--- src/rtl/fetch_queue.sv ---
// fetch_queue: dual-issue in-order instruction buffer between fetch and decode.
// Accepts two {pc, inst} pairs per cycle, pops up to two, and flushes on redirect.
module fetch_queue #(
   parameter int          DEPTH    = 8,
   parameter int          PTR_W    = $clog2(DEPTH),
   parameter logic [31:0] NOP_INST = 32'h0000_0013
) (
   input  logic             clk,
   input  logic             rst,
   input  logic             flush,
   input  logic             in_valid_A,
   input  logic [31:0]      in_inst_A,
   input  logic [31:0]      in_pc_A,
   input  logic             in_valid_B,
   input  logic [31:0]      in_inst_B,
   input  logic [31:0]      in_pc_B,
   output logic             in_ready,
   input  logic             deq_ready,
   output logic [31:0]      instA,
   output logic [31:0]      pcA,
   output logic             validA,
   output logic [31:0]      instB,
   output logic [31:0]      pcB,
   output logic             validB,
   output logic [PTR_W:0]   count
);

   localparam int CW = PTR_W + 1;

   logic [63:0]      mem_q [DEPTH];
   logic [63:0]      mem_d [DEPTH];
   logic [PTR_W-1:0] head_q, head_d;
   logic [PTR_W-1:0] tail_q, tail_d;
   logic [PTR_W-1:0] head_p1, tail_p1;
   logic [CW-1:0]    count_q, count_d;
   logic [CW-1:0]    push_n, pop_n;
   logic             push;

   // Space for a full pair is judged from registered occupancy only, so
   // a same-cycle pop never opens room for a push.
   assign in_ready = count_q <= CW'(DEPTH - 2);
   assign count    = count_q;
   assign head_p1  = head_q + PTR_W'(1);
   assign tail_p1  = tail_q + PTR_W'(1);

   // Present the two oldest entries; empty slots drive a NOP at pc 0.
   always_comb begin
      validA = count_q != '0;
      validB = count_q > CW'(1);
      instA  = NOP_INST;
      pcA    = '0;
      instB  = NOP_INST;
      pcB    = '0;
      if (validA) begin
         pcA   = mem_q[head_q][63:32];
         instA = mem_q[head_q][31:0];
      end
      if (validB) begin
         pcB   = mem_q[head_p1][63:32];
         instB = mem_q[head_p1][31:0];
      end
   end

   // Next-state for pointers, occupancy and storage; flush wins over push/pop.
   always_comb begin
      push   = in_ready && in_valid_A && !flush;
      push_n = '0;
      if (push) begin
         push_n = in_valid_B ? CW'(2) : CW'(1);
      end
      pop_n = '0;
      if (deq_ready) begin
         pop_n = (count_q > CW'(1)) ? CW'(2) : count_q;
      end
      mem_d   = mem_q;
      head_d  = head_q + pop_n[PTR_W-1:0];
      tail_d  = tail_q + push_n[PTR_W-1:0];
      count_d = count_q + push_n - pop_n;
      if (push) begin
         mem_d[tail_q] = {in_pc_A, in_inst_A};
         if (in_valid_B) begin
            mem_d[tail_p1] = {in_pc_B, in_inst_B};
         end
      end
      if (flush) begin
         head_d  = '0;
         tail_d  = '0;
         count_d = '0;
      end
   end

   // Pointer and occupancy registers with synchronous reset.
   always_ff @(posedge clk) begin
      if (rst) begin
         head_q  <= '0;
         tail_q  <= '0;
         count_q <= '0;
      end else begin
         head_q  <= head_d;
         tail_q  <= tail_d;
         count_q <= count_d;
      end
   end

   // Entry storage; contents are meaningless outside the head..tail window.
   always_ff @(posedge clk) begin
      mem_q <= mem_d;
   end

endmodule

--- config.mk ---
export PLATFORM = sky130hd
export DESIGN_NAME = fetch_queue
export DESIGN_NICKNAME = d
export VERILOG_FILES = /design/src/rtl/fetch_queue.sv
export SDC_FILE = /design/constraint.sdc
export NUM_CORES = 2
export LEC_CHECK = 0
export CORE_MARGIN = 3
export CORE_UTILIZATION = 45
export CTS_CLUSTER_DIAMETER = 120
export DETAILED_ROUTE_END_ITERATION = 16
export PLACE_DENSITY = 0.74
export SLEW_MARGIN = 0
export SYNTH_ARGS = -nofsm -noshare
export SYNTH_HDL_FRONTEND = slang
export SYNTH_SLANG_ARGS = --single-unit
--- constraint.sdc ---
create_clock -name clk -period 19.6 [get_ports clk]
set_input_delay 2.94 -clock clk [delete_from_list [all_inputs] [get_ports clk]]
set_output_delay 2.94 -clock clk [all_outputs]
set_load 0.05 [all_outputs]
# Yosys cells after proc, flatten, opt, wreduce, memory -nomap -nowiden
# Cells that the tools add are included.
[totals]
reg_bits = 522
inputBits = 134
out_inout_bits = 135
wordCells = 57
[classes]
n_addsub = 6
order_cmp = 8
n_mux = 21
n_bitwise = 4
n_reduce_logical = 7
[ops]
columns = ["op", "count"]
rows = [
  ["bitwise mux 512 bit", 2],
  ["2-to-1 mux 512 bit", 1],
  ["binary-select mux 64 bit (select 3 bit)", 2],
  ["demux 64 bit (select 3 bit)", 2],
  ["2-to-1 mux 64 bit", 6],
  ["2-to-1 mux 32 bit", 4],
  ["greater-or-equal comparator 4 bit, second input constant", 4],
  ["inverter 3 -> 4 bit", 4],
  ["< comparator 4 x 1 -> 1 bit, second input constant", 2],
  ["2-to-1 mux 4 bit", 2],
  ["adder 3 x 1 -> 3 bit, second input constant", 2],
  ["adder 3 bit", 2],
  ["adder 4 bit", 1],
  ["greater-than comparator 4 x 1 -> 1 bit, second input constant", 1],
  ["less-or-equal comparator 4 x 3 -> 1 bit, second input constant", 1],
  ["logical AND 1 bit", 4],
  ["2-to-1 mux 2 bit", 2],
  ["nonzero test 4 bit", 1],
  ["subtractor 4 bit", 1],
  ["OR reduction 2 bit", 1],
  ["zero test 1 bit", 1],
]

# Depth between registers and ports, before layout
[logic_depth]
depth_word = 8
mapped_depth = 10
mapped_depth_nobuf = 10

# Least setup slack after synthesis
# Ideal clock, no wire load.
[synth_timing]
path_kind = "input -> register"
start = "in in_valid_A"
end = "reg count_q[3], in the netlist count[3]"
setup_time_ns = 0.072
arrival_ns = 16.704
t_required_ns = 19.528
slack_ns = 2.825
stages = 7
n_path_buf = 0
cell_sequence = "and3b_1 -> and2_1 -> ha_1 -> ha_1 -> a21o_1 -> a21oi_1 -> mux2i_1"
[synth_via]
elab_chain_cells = 5
[synth_lines]
columns = ["item", "line", "source"]
rows = [
  ["start: declaration", "11", "input logic in_valid_A,"],
  ["logical AND 1 bit (2 in series)", "66", "push = in_ready && in_valid_A && !flush;"],
  ["2-to-1 mux 2 bit", "68", "if (push) begin"],
  ["adder 4 bit", "78", "count_d = count_q + push_n - pop_n;"],
  ["subtractor 4 bit", "78", ""],
  ["end signal: assignment", "101", "count_q <= count_d;"],
  ["end: declaration", "35", "logic [CW-1:0] count_q, count_d;"],
]
# No other way between the ends.
# A chain may end at the register's enable or synchronous reset.

# Final worst setup path
[layout_timing]
start = "reg head_q[1]"
end = "out instB[1]"
[layout_via]
elab_chain_cells = 6
[layout_lines]
columns = ["item", "line", "source"]
rows = [
  ["start: declaration", "32", "logic [PTR_W-1:0] head_q, head_d;"],
  ["start signal: assignment", "95", "head_q <= '0;"],
  ["start signal: assignment", "99", "head_q <= head_d;"],
  ["adder 3 x 1 -> 3 bit", "43", "assign head_p1 = head_q + PTR_W'(1);"],
  ["inverter 3 -> 4 bit (not written as such)", "60", "instB = mem_q[head_p1][31:0];"],
  ["binary-select mux 64 bit (select 3 bit)", "60", ""],
  ["2-to-1 mux 64 bit (not written as such) (2 in series)", "60", ""],
  ["2-to-1 mux 32 bit", "58", "if (validB) begin"],
  ["end: declaration", "22", "output logic [31:0] instB,"],
]
# No other way between the ends. The select of a mux whose other input is x is not followed.

==> impl_results.md <==
- Initial drt markers: approximately 3100
- Reg clk slew, reported paths: 60 ps
- Max FO, Critical Path: 46
- Post-CTS Hold Fix Bufs: 0
- Startpoint class of the critical path: flop
- Yosys warns: 0
- Startpoint of the worst-slack reg-to-reg timing path: count[0]
- Total number of vias: 26405
- Type of the worst setup path: reg2out
- CP Data Arrival Time: 4890 ps
- Hpwl dp: 67.0 mm
- Final setup violating endpoints: 0
- R2r setup slk: 14310 ps
- Std-Cell Core Area: ~0.079 mm2
- Area of combinational cells with multiple inputs: around 0.02 mm2
- Upper clock frequency limit: around 0.13 GHz
- Layout Skew: between 30 and 40 ps
- Library cell used as clock root buffer: sky130_fd_sc_hd__clkbuf_16
- Total Nets Final: ~3000
- Number of sinks driven by the clock tree: 522
- Post-DR vias/cell: a little under 7
- CP startpoint: head_q[1]
- Mux contribution to synthesized area: 43.0%
- Placed standard-cell area: 0.0396 mm2
- Source-to-sink clock delay at the later pin of the worst-skew pair: roughly 640 ps
- Per-instance average area after synthesis: 13.7 um2
- Wirelength, routed: 122 mm
- Share of the clock period used by the worst path: 39.9%
- Class of the tightest hold or removal check: reg2reg
- Mapped Area: 0.0362 mm2
- CTS tree: built
- Number of detailed-routing iterations run before antenna repair: 5
- Cell area after layout: 0.0415 mm2
- Dominant combinational cell family by area after synthesis: multiplexers
- Largest net degree at the start of global routing: roughly 180
- GR Overflow Total: 0
- Area growth, synth to finish: 14.5%
- Number of buffers inserted to repair setup after CTS: 0
- Proportion of synthesized flip-flops having asynchronous set or reset: 0%
- Pwr dens: between 80 and 90 mW/mm2
- Reported leakage power: 12.9 nW
- Area of the die: 0.0839 mm2
- Post-synthesis xor/xnor area fraction: 0.214%
- Number of distinct library cells after synthesis: 40
- Starting density of the core: 45.6%
- Clock Tree Buf Depth: 3
- Slew HR: 17.7%
- Slew @ Worst Pin: 1230 ps
- List of cells traversed by the critical path: ha_4 -> buf_4 -> mux4_2 -> o22a_1 -> clkdlybuf4s50_1
- Post-Synth Simple-Gate Area: between 3 and 4%
- Commonest register cell after synthesis: sky130_fd_sc_hd__edfxtp_1
- Crit path capture type: output port
- Chip Height: around 290 um
- Floorplan row count: roughly 100
- Max-slew violation count: 0
- I/O pin count: ~270
- Compound-Gate Fraction of Synth Area: approximately 6%
- First-pass GRT wire length: 178 mm
- Share of cells above drive strength 1: 39.2%
- Result of the run: finished clean
- Hold violation count in the final report: 0
- Worst endpoint required time: 16660 ps
- DR WL/cell: roughly 32 um
- Clock H-tree levels: 2
- Count of maximum capacitance violations: 0
- Post-Syn Instances: 2648
- Sequential-to-total area share from yosys stat: 43.0%
- Number of clock buffers inserted by TritonCTS: 58
- Number of antenna violations at the first check in global routing: 18
- Cell at the slowest stage of the critical path: sky130_fd_sc_hd__buf_4
- Filler Cell Count: about 6600
- Routability congestion estimate from global placement: about 0.8
- Post-Synthesis Net Count: 2795
- Detail Route Antenna Nets: 0
- Post-CTS resize count: 0
- Total negative slack: 0 ps
- PortBufs: 268
- Post-Synth Adder-Cell Area: 0.511%
- Worst IR drop on VDD: 0.0717 mV
- Die X-Extent: 290 um
- Number of cell instances on the worst register-to-register path: 5
- Critical R2R Capture: mem_q[75]
- Count of unresolved DRC violations after routing: 0
- Endpoint of the most critical setup path: instB[1]
- RSZ-0062 raised after global routing: no
- Via count of the first global-routing pass: 26914
- Gr usage total: 28.3%
- Minimum clock period: 7830 ps
- Slowest stage delay, CP: 960 ps
- Number of flops mapped to enable cells by yosys: 512
- Number of synthesized register bits: 522
- Register cell area after layout: around 0.016 mm2
[logic make-up after synthesis]
kind of cell	Yosys count
AND/OR/NAND/NOR	234
AO/OA/AOI/OAI	326
multiplexers	1283
adder cells (fa/ha/maj)	13
XOR/XNOR	8
flip-flops	522
other	1
buffers and inverters	261
[flip-flops by register name, indices dropped and copies added, names as in the netlist]
name,flops
mem_q,512
count,4
tail_q,3
head_q,3
[per-layer routing]
layer	wire length (um)	track usage, %
met5	95	0
met4	5280	11.8
met3	13200	6.13
met2	57400	45.5
met1	46400	37.2
[through the flow]
| step | worst slack [ps] | power (W) | cells | util (%) | hold WS, ps |
|---|---|---|---|---|---|
| floorplan | 2820 | 0.00210 | 2648 | - | 574 |
| global placement | 11670 | 0.00242 | 3769 | 49.9 | 632 |
| detailed placement | 11520 | 0.00244 | 3769 | 49.9 | 636 |
| CTS | 11720 | 0.00352 | 3872 | 52.2 | 649 |
| global route | 11450 | 0.00361 | 3880 | 52.2 | 707 |
| finish | 11770 | 0.00351 | 3884 | 52.2 | 647 |
[area by class of cell]
| type | instances | share of cell area, % |
|---|---|---|
| sequential | 522 | 37.6 |
| clock buffer | 72 | 3.68 |
| inverter | 8 | 0.0724 |
| tap | 1050 | 3.17 |
| timing repair buffer | 324 | 7.51 |
| clock inverter | 31 | 0.658 |
| multi-input combinational | 1865 | 47.3 |
| antenna | 12 | 0.0724 |
[where the power goes]
part | switching (W) | internal, W | total [W]
clock | 0.000476 | 0.000601 | 0.00108
combinational | 0.000643 | 0.000388 | 0.00103
sequential | 0.0000580 | 0.00134 | 0.00140
[cells in the final DEF (no fill, tap or decap), drive strengths merged, types with 2 or more instances in the layout]
cell type      Yosys  final
ha                10     10
clkbuf            98     72
o22ai             64     64
nand3              5      5
mux2i            255    255
a21o               2      2
nand2b             2      2
clkinv             0     19
nor3b              3      3
mux4             128    128
o22a               3      3
xor2               4      4
o21ai              3      3
a22o             125    125
xnor2              4      4
fa                 3      3
a21oi            128    128
nor4             126    126
buf              155     56
mux2             900    900
nand3b             3      3
nand2              5      5
bufinv             0      4
inv                8     10
or3                4      4
edfxtp           512    512
and2               6      6
nor2b              3      3
diode              0     12
clkinvlp           0      6
nor2               6      6
clkdlybuf4s50      0    268
nor3              69     69
dfxtp             10     10
[worst min path at each step]
stage,slack [ps],cells past startpoint,start,end
after floorplan,570,2,head_q[0],head_q[0]
after global routing,710,3,count[3],count[3]
after detailed placement,640,3,count[3],count[3]
final,650,3,count[3],count[3]
after CTS,650,3,count[3],count[3]
after global placement,630,3,count[3],count[3]
[worst max-delay path: cells and delay by family, from the launching register on]
| kind | cells | cell delay [ps] |
|---|---|---|
| adders and majority gates | 1 | 890 |
| DFF | 1 | 650 |
| buffers and inverters | 2 | 1710 |
| AOI/OAI and AO/OA | 1 | 320 |
| muxes | 1 | 610 |
[cell usage after synthesis (8+ instances only)]
| cell | count | area (um2) |
|---|---|---|
| sky130_fd_sc_hd__dfxtp_1 | 10 | 200 |
| sky130_fd_sc_hd__nor3_1 | 67 | 335 |
| sky130_fd_sc_hd__inv_1 | 8 | 30.0 |
| sky130_fd_sc_hd__mux2i_1 | 255 | 2550 |
| sky130_fd_sc_hd__ha_1 | 10 | 125 |
| sky130_fd_sc_hd__mux4_2 | 128 | 2880 |
| sky130_fd_sc_hd__o22ai_1 | 64 | 400 |
| sky130_fd_sc_hd__a21oi_1 | 128 | 641 |
| sky130_fd_sc_hd__buf_2 | 119 | 596 |
| sky130_fd_sc_hd__clkbuf_1 | 98 | 368 |
| sky130_fd_sc_hd__mux2_2 | 817 | 9200 |
| sky130_fd_sc_hd__edfxtp_1 | 512 | 15400 |
| sky130_fd_sc_hd__a22o_1 | 125 | 1090 |
| sky130_fd_sc_hd__nor4_1 | 126 | 788 |
| sky130_fd_sc_hd__buf_1 | 25 | 93.8 |
| sky130_fd_sc_hd__mux2_1 | 83 | 935 |
(Power assumes the default switching activity.)
